==> config.mk <==
export PLATFORM = sky130hd
export DESIGN_NAME = isqrt_iter_flat
export DESIGN_NICKNAME = d
export VERILOG_FILES = /design/src/rtl/isqrt_iter_if.sv /design/src/rtl/isqrt_iter.sv /design/src/flat_wrapper.sv
export SDC_FILE = /design/constraint.sdc
export NUM_CORES = 1
export LEC_CHECK = 0
export CORE_ASPECT_RATIO = 1.4
export CORE_MARGIN = 2
export CORE_UTILIZATION = 55
export CTS_BUF_LIST = sky130_fd_sc_hd__clkbuf_8
export CTS_CLUSTER_SIZE = 25
export DETAILED_ROUTE_END_ITERATION = 8
export GPL_ROUTABILITY_DRIVEN = 0
export MAX_ROUTING_LAYER = met4
export PLACE_DENSITY = 0.84
export SETUP_SLACK_MARGIN = 0.02
export SLEW_MARGIN = 30
export SYNTH_ARGS = -nofsm -noshare
export SYNTH_HDL_FRONTEND = slang
export SYNTH_SLANG_ARGS = --single-unit
export TNS_END_PERCENT = 20
==> constraint.sdc <==
create_clock -name clk -period 3.9 [get_ports clk]
set_input_delay 0.78 -clock clk [delete_from_list [all_inputs] [get_ports clk]]
set_output_delay 0.78 -clock clk [all_outputs]
set_load 0.01 [all_outputs]
==> src/rtl/isqrt_iter_if.sv <==
// Valid-only operand/result bundle for the iterative square-root engine.
interface isqrt_iter_if;
   logic        x_vld;
   logic [31:0] x;
   logic        y_vld;
   logic [15:0] y;
   logic        busy;
   logic        x_drop;

   modport master (output x_vld, x, input y_vld, y, busy, x_drop);
   modport slave  (input x_vld, x, output y_vld, y, busy, x_drop);
endinterface

==> src/rtl/isqrt_iter.sv <==
// Restoring digit-by-digit integer square root, floor(sqrt(x)) of a 32-bit radicand,
// ITER_PER_CLK root bits per clock, fixed latency, one operation in flight.
module isqrt_iter #(
   parameter int unsigned ITER_PER_CLK = 1
) (
   input  logic         clk,
   input  logic         rst,
   isqrt_iter_if.slave  bus
);

   localparam int unsigned LATENCY  = 16 / ITER_PER_CLK;
   localparam logic [3:0]  CNT_LAST = 4'(LATENCY - 2);

   typedef enum logic [1:0] {IDLE, RUN, DONE} state_t;

   state_t      state_q, state_d;
   logic [3:0]  cnt_q, cnt_d;
   logic [17:0] rem_q, rem_d;
   logic [15:0] root_q, root_d;
   logic [31:0] rad_q, rad_d;
   logic [15:0] y_q, y_d;
   logic        x_drop_q, x_drop_d;
   logic        accept;
   logic [65:0] step_run;
   logic [65:0] step_new;

   // ITER_PER_CLK restoring iterations; returns {rem, root, remaining radicand}.
   function automatic logic [65:0] unroll(input logic [17:0] rem_in,
                                          input logic [15:0] root_in,
                                          input logic [31:0] rad_in);
      logic [17:0] rem;
      logic [15:0] root;
      logic [31:0] rad;
      logic [17:0] trial;
      rem  = rem_in;
      root = root_in;
      rad  = rad_in;
      for (int unsigned i = 0; i < ITER_PER_CLK; i++) begin
         rem   = {rem[15:0], rad[31:30]};
         rad   = {rad[29:0], 2'b00};
         trial = {root, 2'b01};
         if (rem >= trial) begin
            rem  = rem - trial;
            root = {root[14:0], 1'b1};
         end else begin
            root = {root[14:0], 1'b0};
         end
      end
      return {rem, root, rad};
   endfunction

   // The accept edge already performs the first ITER_PER_CLK iterations, so
   // LATENCY-1 RUN clocks complete all 16 and the result lands in DONE.
   assign step_new = unroll('0, '0, bus.x);
   assign step_run = unroll(rem_q, root_q, rad_q);
   assign accept   = bus.x_vld && ((state_q == IDLE) || (state_q == DONE));

   always_comb begin
      state_d  = state_q;
      cnt_d    = cnt_q;
      rem_d    = rem_q;
      root_d   = root_q;
      rad_d    = rad_q;
      y_d      = y_q;
      x_drop_d = 1'b0;
      case (state_q)
         IDLE: if (accept) state_d = RUN;
         RUN: begin
            x_drop_d               = bus.x_vld;
            {rem_d, root_d, rad_d} = step_run;
            if (cnt_q == CNT_LAST) begin
               state_d = DONE;
               y_d     = step_run[47:32];
            end else begin
               cnt_d = cnt_q + 4'd1;
            end
         end
         DONE:    state_d = accept ? RUN : IDLE;
         default: state_d = IDLE;
      endcase
      if (accept) begin
         cnt_d                  = '0;
         {rem_d, root_d, rad_d} = step_new;
      end
   end

   always_ff @(posedge clk) begin
      if (rst) begin
         state_q  <= IDLE;
         cnt_q    <= '0;
         rem_q    <= '0;
         root_q   <= '0;
         rad_q    <= '0;
         y_q      <= '0;
         x_drop_q <= 1'b0;
      end else begin
         state_q  <= state_d;
         cnt_q    <= cnt_d;
         rem_q    <= rem_d;
         root_q   <= root_d;
         rad_q    <= rad_d;
         y_q      <= y_d;
         x_drop_q <= x_drop_d;
      end
   end

   assign bus.y_vld  = (state_q == DONE);
   assign bus.y      = y_q;
   assign bus.busy   = (state_q == RUN);
   assign bus.x_drop = x_drop_q;

endmodule

==> src/flat_wrapper.sv <==
// flat-port wrapper written by rule: the top's interface ports become plain ports
module isqrt_iter_flat 
#(
   parameter int unsigned ITER_PER_CLK = 1
)
  (clk, rst, bus_x_vld, bus_x, bus_y_vld, bus_y, bus_busy, bus_x_drop);
  isqrt_iter_if bus_i ();
  input  logic clk;
  input  logic rst;
  input wire logic [$bits(bus_i.x_vld)-1:0] bus_x_vld;
  input wire logic [$bits(bus_i.x)-1:0] bus_x;
  output wire logic [$bits(bus_i.y_vld)-1:0] bus_y_vld;
  output wire logic [$bits(bus_i.y)-1:0] bus_y;
  output wire logic [$bits(bus_i.busy)-1:0] bus_busy;
  output wire logic [$bits(bus_i.x_drop)-1:0] bus_x_drop;
  assign bus_i.x_vld = bus_x_vld;
  assign bus_i.x = bus_x;
  assign bus_y_vld = bus_i.y_vld;
  assign bus_y = bus_i.y;
  assign bus_busy = bus_i.busy;
  assign bus_x_drop = bus_i.x_drop;
  isqrt_iter #(.ITER_PER_CLK(ITER_PER_CLK)) u_core (.clk(clk), .rst(rst), .bus(bus_i));
endmodule
-- After elaboration in Yosys (flattened, before gate mapping)
Cells that the tools add are included.
- ROM bits: 0
- output and inout bits: 19
- bits in latches: 0
- bits in writable memories: 0
- memories kept: 0
- input bits: 35
- register bits after elaboration: 85
- word-level logic and storage cells: 42
- bitwise gates (word level): 2
- $lt $le $gt $ge: 2
- div/mod/pow operators: 0
- mux-type cells: 14
- reductions and logical operators: 9
- shift-type cells: 0
- eq/ne operators: 5
- add/subtract/negate cells: 3
- multipliers: 0
- operators by type and width (operator ; count):
    $mux 16 ; 6
    $mux 32 ; 2
    $ge 18x18->1 ; 1
    $sub 16x16->16 ; 1
    $pmux 2 s3 ; 1
    $reduce_and 2->1 ; 3
    $add 4x1->4 const B ; 1
    $eq 4x4->1 const B ; 1
    $mux 2 ; 2
    $ne 2x1->1 const B ; 2
    $reduce_or 2->1 ; 2
    $mux 1 ; 3
    $sub 2x1->3 const B ; 1
    $eq 2x1->1 const B ; 1
    $eq 2x2->1 const B ; 1
    $ge 2x1->1 const B ; 1
    $logic_not 2->1 ; 1
    $not 1->1 ; 2
    $reduce_bool 2->1 ; 1
    $logic_and 1x1->1 ; 1
    $logic_or 1x1->1 ; 1

-- Logic depth before layout (Yosys ltp)
- depth in word-level cells: 5
- depth in mapped cells: 11
- depth with buffers taken out: 9

-- Worst setup path after synthesis
Ideal clock, no wire load.
- kind: register to register
- start: register u_core.root_q[3]
- end: register u_core.rem_q[0]
- arrival: 1929 ps
- path slack: 1838 ps
- data required time: 3767 ps
- setup time: 133 ps
- period minus slack after synthesis: 2062 ps
- stages on the path, launching flop included: 11
- buffers on the path: 2
- path through: dfxtp_1 -> inv_1 -> ha_1 -> a21oi_1 -> a21oi_4 -> o21ai_1 -> o211ai_2 -> buf_6 -> buf_12 -> xnor2_1 -> a21oi_2
- cells in the longest elaborated chain, start to end: 4
- ends and longest elaborated chain (item ; line ; text):
    start: declaration ; isqrt_iter.sv:19 ; logic [15:0] root_q, root_d;
    start signal: assignment ; isqrt_iter.sv:100 ; root_q <= root_d;
    $ge 18x18->1 ; isqrt_iter.sv:42 ; if (rem >= trial) begin
    $mux 16 ; isqrt_iter.sv:42 ;
    $mux 16 ; isqrt_iter.sv:66 ; case (state_q)
    $mux 16 ; isqrt_iter.sv:81 ; if (accept) begin
    end signal: assignment ; isqrt_iter.sv:99 ; rem_q <= rem_d;
    end: declaration ; isqrt_iter.sv:18 ; logic [17:0] rem_q, rem_d;
No other way between the ends. The select of a mux whose other input is x is not followed.
A chain may end at the register's enable or synchronous reset.

-- Worst setup path after layout
- start: register u_core.state_q[1]
- end: output bus_busy
- cells in the longest elaborated chain, start to end: 1
- ends and longest elaborated chain (item ; line ; text):
    start: declaration ; isqrt_iter.sv:16 ; state_t state_q, state_d;
    start signal: assignment ; isqrt_iter.sv:97 ; state_q <= state_d;
    $eq 2x1->1 ; isqrt_iter.sv:109 ; assign bus.busy = (state_q == RUN);
    end: declaration ; flat_wrapper.sv:14 ; output wire logic [$bits(bus_i.busy)-1:0] bus_busy;
No other way between the ends.

==> summary.md <==
| Metric | Value |
|---|---|
| Post-route cell area | 0.004823 mm2 |
| Syn Nets | 544 |
| Dpl cell area | 0.004617 mm2 |
| Routed via count | 3,561 |
| Sequential share of power | 0.308 |
| Worst-Skew Late Latency | 360 ps |
| CP max FO | 52 |
| Power share of the combinational group | 0.491 |
| Num rows | 37 |
| Cts hold-fix bufs | 0 |
| DR iter-0 viols | 141 |
| Post-CTS sizing | 0 |
| Wire length per cell | 14.40 um |
| Inserted Clock Buffers | 9 |
| Die W | 76.71 um |
| Initial Util | 0.5600 |
| Top Layer Used | met4 |
| Slew @ Worst Pin | 888.2 ps |
| Crit end category | primary output |
| Status | completed |
| Final worst path period share | 0.7793 |
| Core box area | 0.007268 mm2 |
| # DRC | 0 |
| Yosys warnings | 0 |
| CTS tree | yes |
| IO buf count | 53 |
| PD cells | 671.9 mW/mm2 |
| Reg clk slew, reported paths | 80 ps |
| Leak Pwr | 1.790 nW |
| Xor-xnor portion of the synthesized cell area | 0.03873 |
| Worst EP arrival | 2260 ps |
| Max Fclk | 0.3290 GHz |
| Switching share of power | 0.3708 |
| First-pass GRT wire length | 15,610 um |
| Post-Route Setup TNS | 0 ps |
| H-tree depth | 3 |
| Netlist cell types | 47 |
| Nets | 581 |
| Met1 wire length | 3796 um |
| Pre-Repair DR Iteration Count | 5 |
| DR vias/cell | 5.670 |
| Synth Area in Adders | 0.06148 |
| Setup CP Type | reg2out |
| Final hold violation count | 0 |
| Sequential area share after synthesis | 0.4181 |
| VDD IR-drop max | 0.0004303 V |
| Pint | 2.039 mW |
| Largest net degree at the start of global routing | 53 |
| Share of post-route cells with drive strength above 1 | 0.06026 |
| DP HPWL | 6422 um |
| Average size of a mapped cell | 8.323 um2 |
| Most frequent cells in the layout | dfxtp_1, nand2_1, a21oi_1, clkdlybuf4s50_1, a22oi_1 |
| Drt total wl | 9043 um |
| GRT overflow | 0 |
| Hold path start | u_core.rad_q[5]$_SDFFE_PP0P_ |
| Clock period minus worst slack | 3039 ps |
| Area Growth Syn to Fin | 18.51% |
| Critical path launch point type | register |
| Die ar. | 0.008114 mm2 |
| Slew Limit Fails | 0 |
| Hold Crit Class | reg2reg |
| Cells after synthesis | 489 |
| Post-synth top flop | dfxtp_1 |
| R2R Path Start | u_core.root_q[7]$_SDFFE_PP0P_ |
| Commonest non-fill, non-tap cell in the layout | dfxtp_1 |
| CTS Sinks | 85 |
| Die height | 105.8 um |
| Post-CTS setup buffers | 0 |
| Clk pwr share | 0.201 |
| Met2 WL | 4711 um |
| Async SR Flop Fraction | 0 |
| Seq cells post-synth | 85 |
| Antenna Cells | 0 |
| IO Count | 54 |
| Net switching power | 1.202 mW |
| Post-synthesis mux area share | 0.03812 |
| Slew HR | 0.4070 |
| Vias in the first global route | 3,499 |
| Fin Clk Skew | 6.887 ps |
| Crit. Startpoint | u_core.state_q[1]$_SDFFE_PP0P_ |
| Synthesized area | 0.004070 mm2 |
| Initial antenna violation count | 0 |
| Unrepaired setup endpoints after global routing | no |
| Routed wl met3 | 335 um |
| Final setup violation count | 0 |
| Root Driver | clkbuf_8 |
| Post-synthesis compound-gate area fraction | 0.2358 |
| CTS max path bufs | 2 |
| GRT Total Usage | 0.2427 |
| Largest family of logic cells by synthesized area | compound AO/OA/AOI/OAI gates |
| CP required | 3120 ps |
| Max Cap Viol | 0 |
| Post-synth EDFFs | 0 |
| Simple-gate share of the synthesized area | 0.1525 |
| Routed Antenna Nets | 0 |
power groups by stage:
stage	registers, mW	clock network (mW)	logic, mW
CTS	0.998	0.664	1.59
finish	0.998	0.652	1.59
global route	1.01	0.703	1.76
floorplan	1.00	0	1.40
detailed placement	1.02	0	1.58
global placement	1.01	0	1.54
cell type report:
class | count | area, um2
fill | 624 | 2445
sequential | 85 | 1702
clock buffer | 9 | 123.9
clock inverter | 7 | 82.58
inverter | 20 | 75.07
tap | 97 | 121.4
multi-input combinational | 352 | 2156
timing repair buffer | 58 | 563.0
flip-flops by register name (all words and copies together), names as in the netlist:
register	cells
u_core.rad_q	30
u_core.bus.y	16
u_core.rem_q	16
u_core.root_q	16
u_core.cnt_q	4
u_core.state_q	2
u_core.bus.x_drop	1
metrics by stage:
step           utilization  hold slack [ps]  total power, mW  setup slack [ps]  cells
2_1_floorplan            -            432.1            2.404              1838    489
3_3_place_gp        0.6342            443.0            2.559              1047    612
3_5_place_dp        0.6352            446.9            2.596              1262    612
4_1_cts             0.6636            458.0            3.250             858.5    628
5_1_grt             0.6636            474.1            3.470             734.6    628
6_report            0.6636            458.6            3.241             860.8    628
cell families (layout without fill, tap and decap cells):
kind of cell             Yosys count  in the layout
AO/OA/AOI/OAI                    150            150
XOR/XNOR                          18             18
adder cells (fa/ha/maj)           20             20
buffers and inverters             52             94
flip-flops                        85             85
multiplexers                      15             15
AND/OR/NAND/NOR                  149            149
cell usage after synthesis, types with 2 or more instances:
| master | n | area, um2 |
|---|---|---|
| a21o_1 | 2 | 15.01 |
| a21oi_1 | 59 | 295.3 |
| a22oi_1 | 45 | 337.8 |
| and2_1 | 2 | 12.51 |
| buf_1 | 3 | 11.26 |
| buf_2 | 2 | 10.01 |
| clkbuf_1 | 24 | 90.09 |
| dfxtp_1 | 85 | 1702 |
| ha_1 | 20 | 250.2 |
| inv_1 | 19 | 71.32 |
| mux2i_1 | 14 | 140.1 |
| nand2_1 | 82 | 307.8 |
| nand2b_1 | 5 | 31.28 |
| nand3_1 | 2 | 10.01 |
| nand4_1 | 4 | 25.02 |
| nor2_1 | 38 | 142.6 |
| nor2b_1 | 4 | 25.02 |
| nor3_1 | 7 | 35.03 |
| o211ai_1 | 4 | 30.03 |
| o21a_1 | 4 | 30.03 |
| o21ai_0 | 7 | 35.03 |
| o21ai_1 | 15 | 75.07 |
| or2_2 | 2 | 12.51 |
| xnor2_1 | 11 | 96.34 |
| xor2_1 | 7 | 61.31 |
routing by layer:
layer | vias to the layer above | global-route usage
met5 | - | -
met4 | 0 | 0.1026
met3 | 20 | 0.05137
met2 | 85 | 0.4079
met1 | 1681 | 0.2796
li1 | 1775 | -
critical path: stages (launching register included):
cell and delay, ps:
dfxtp_1 320, nand2b_1 200, inv_2 670, clkdlybuf4s50_1 710
worst paths after layout:
check | end | slack [ps] | cells past startpoint
max | bus_busy | 860 | 3
min | u_core.rad_q[5]$_SDFFE_PP0P_ | 460 | 2
max reg2reg | u_core.rem_q[12]$_SDFFE_PP0P_ | 1280 | 9
min reg2reg | u_core.rad_q[5]$_SDFFE_PP0P_ | 460 | 2
Power figures use the tool's default switching activity.
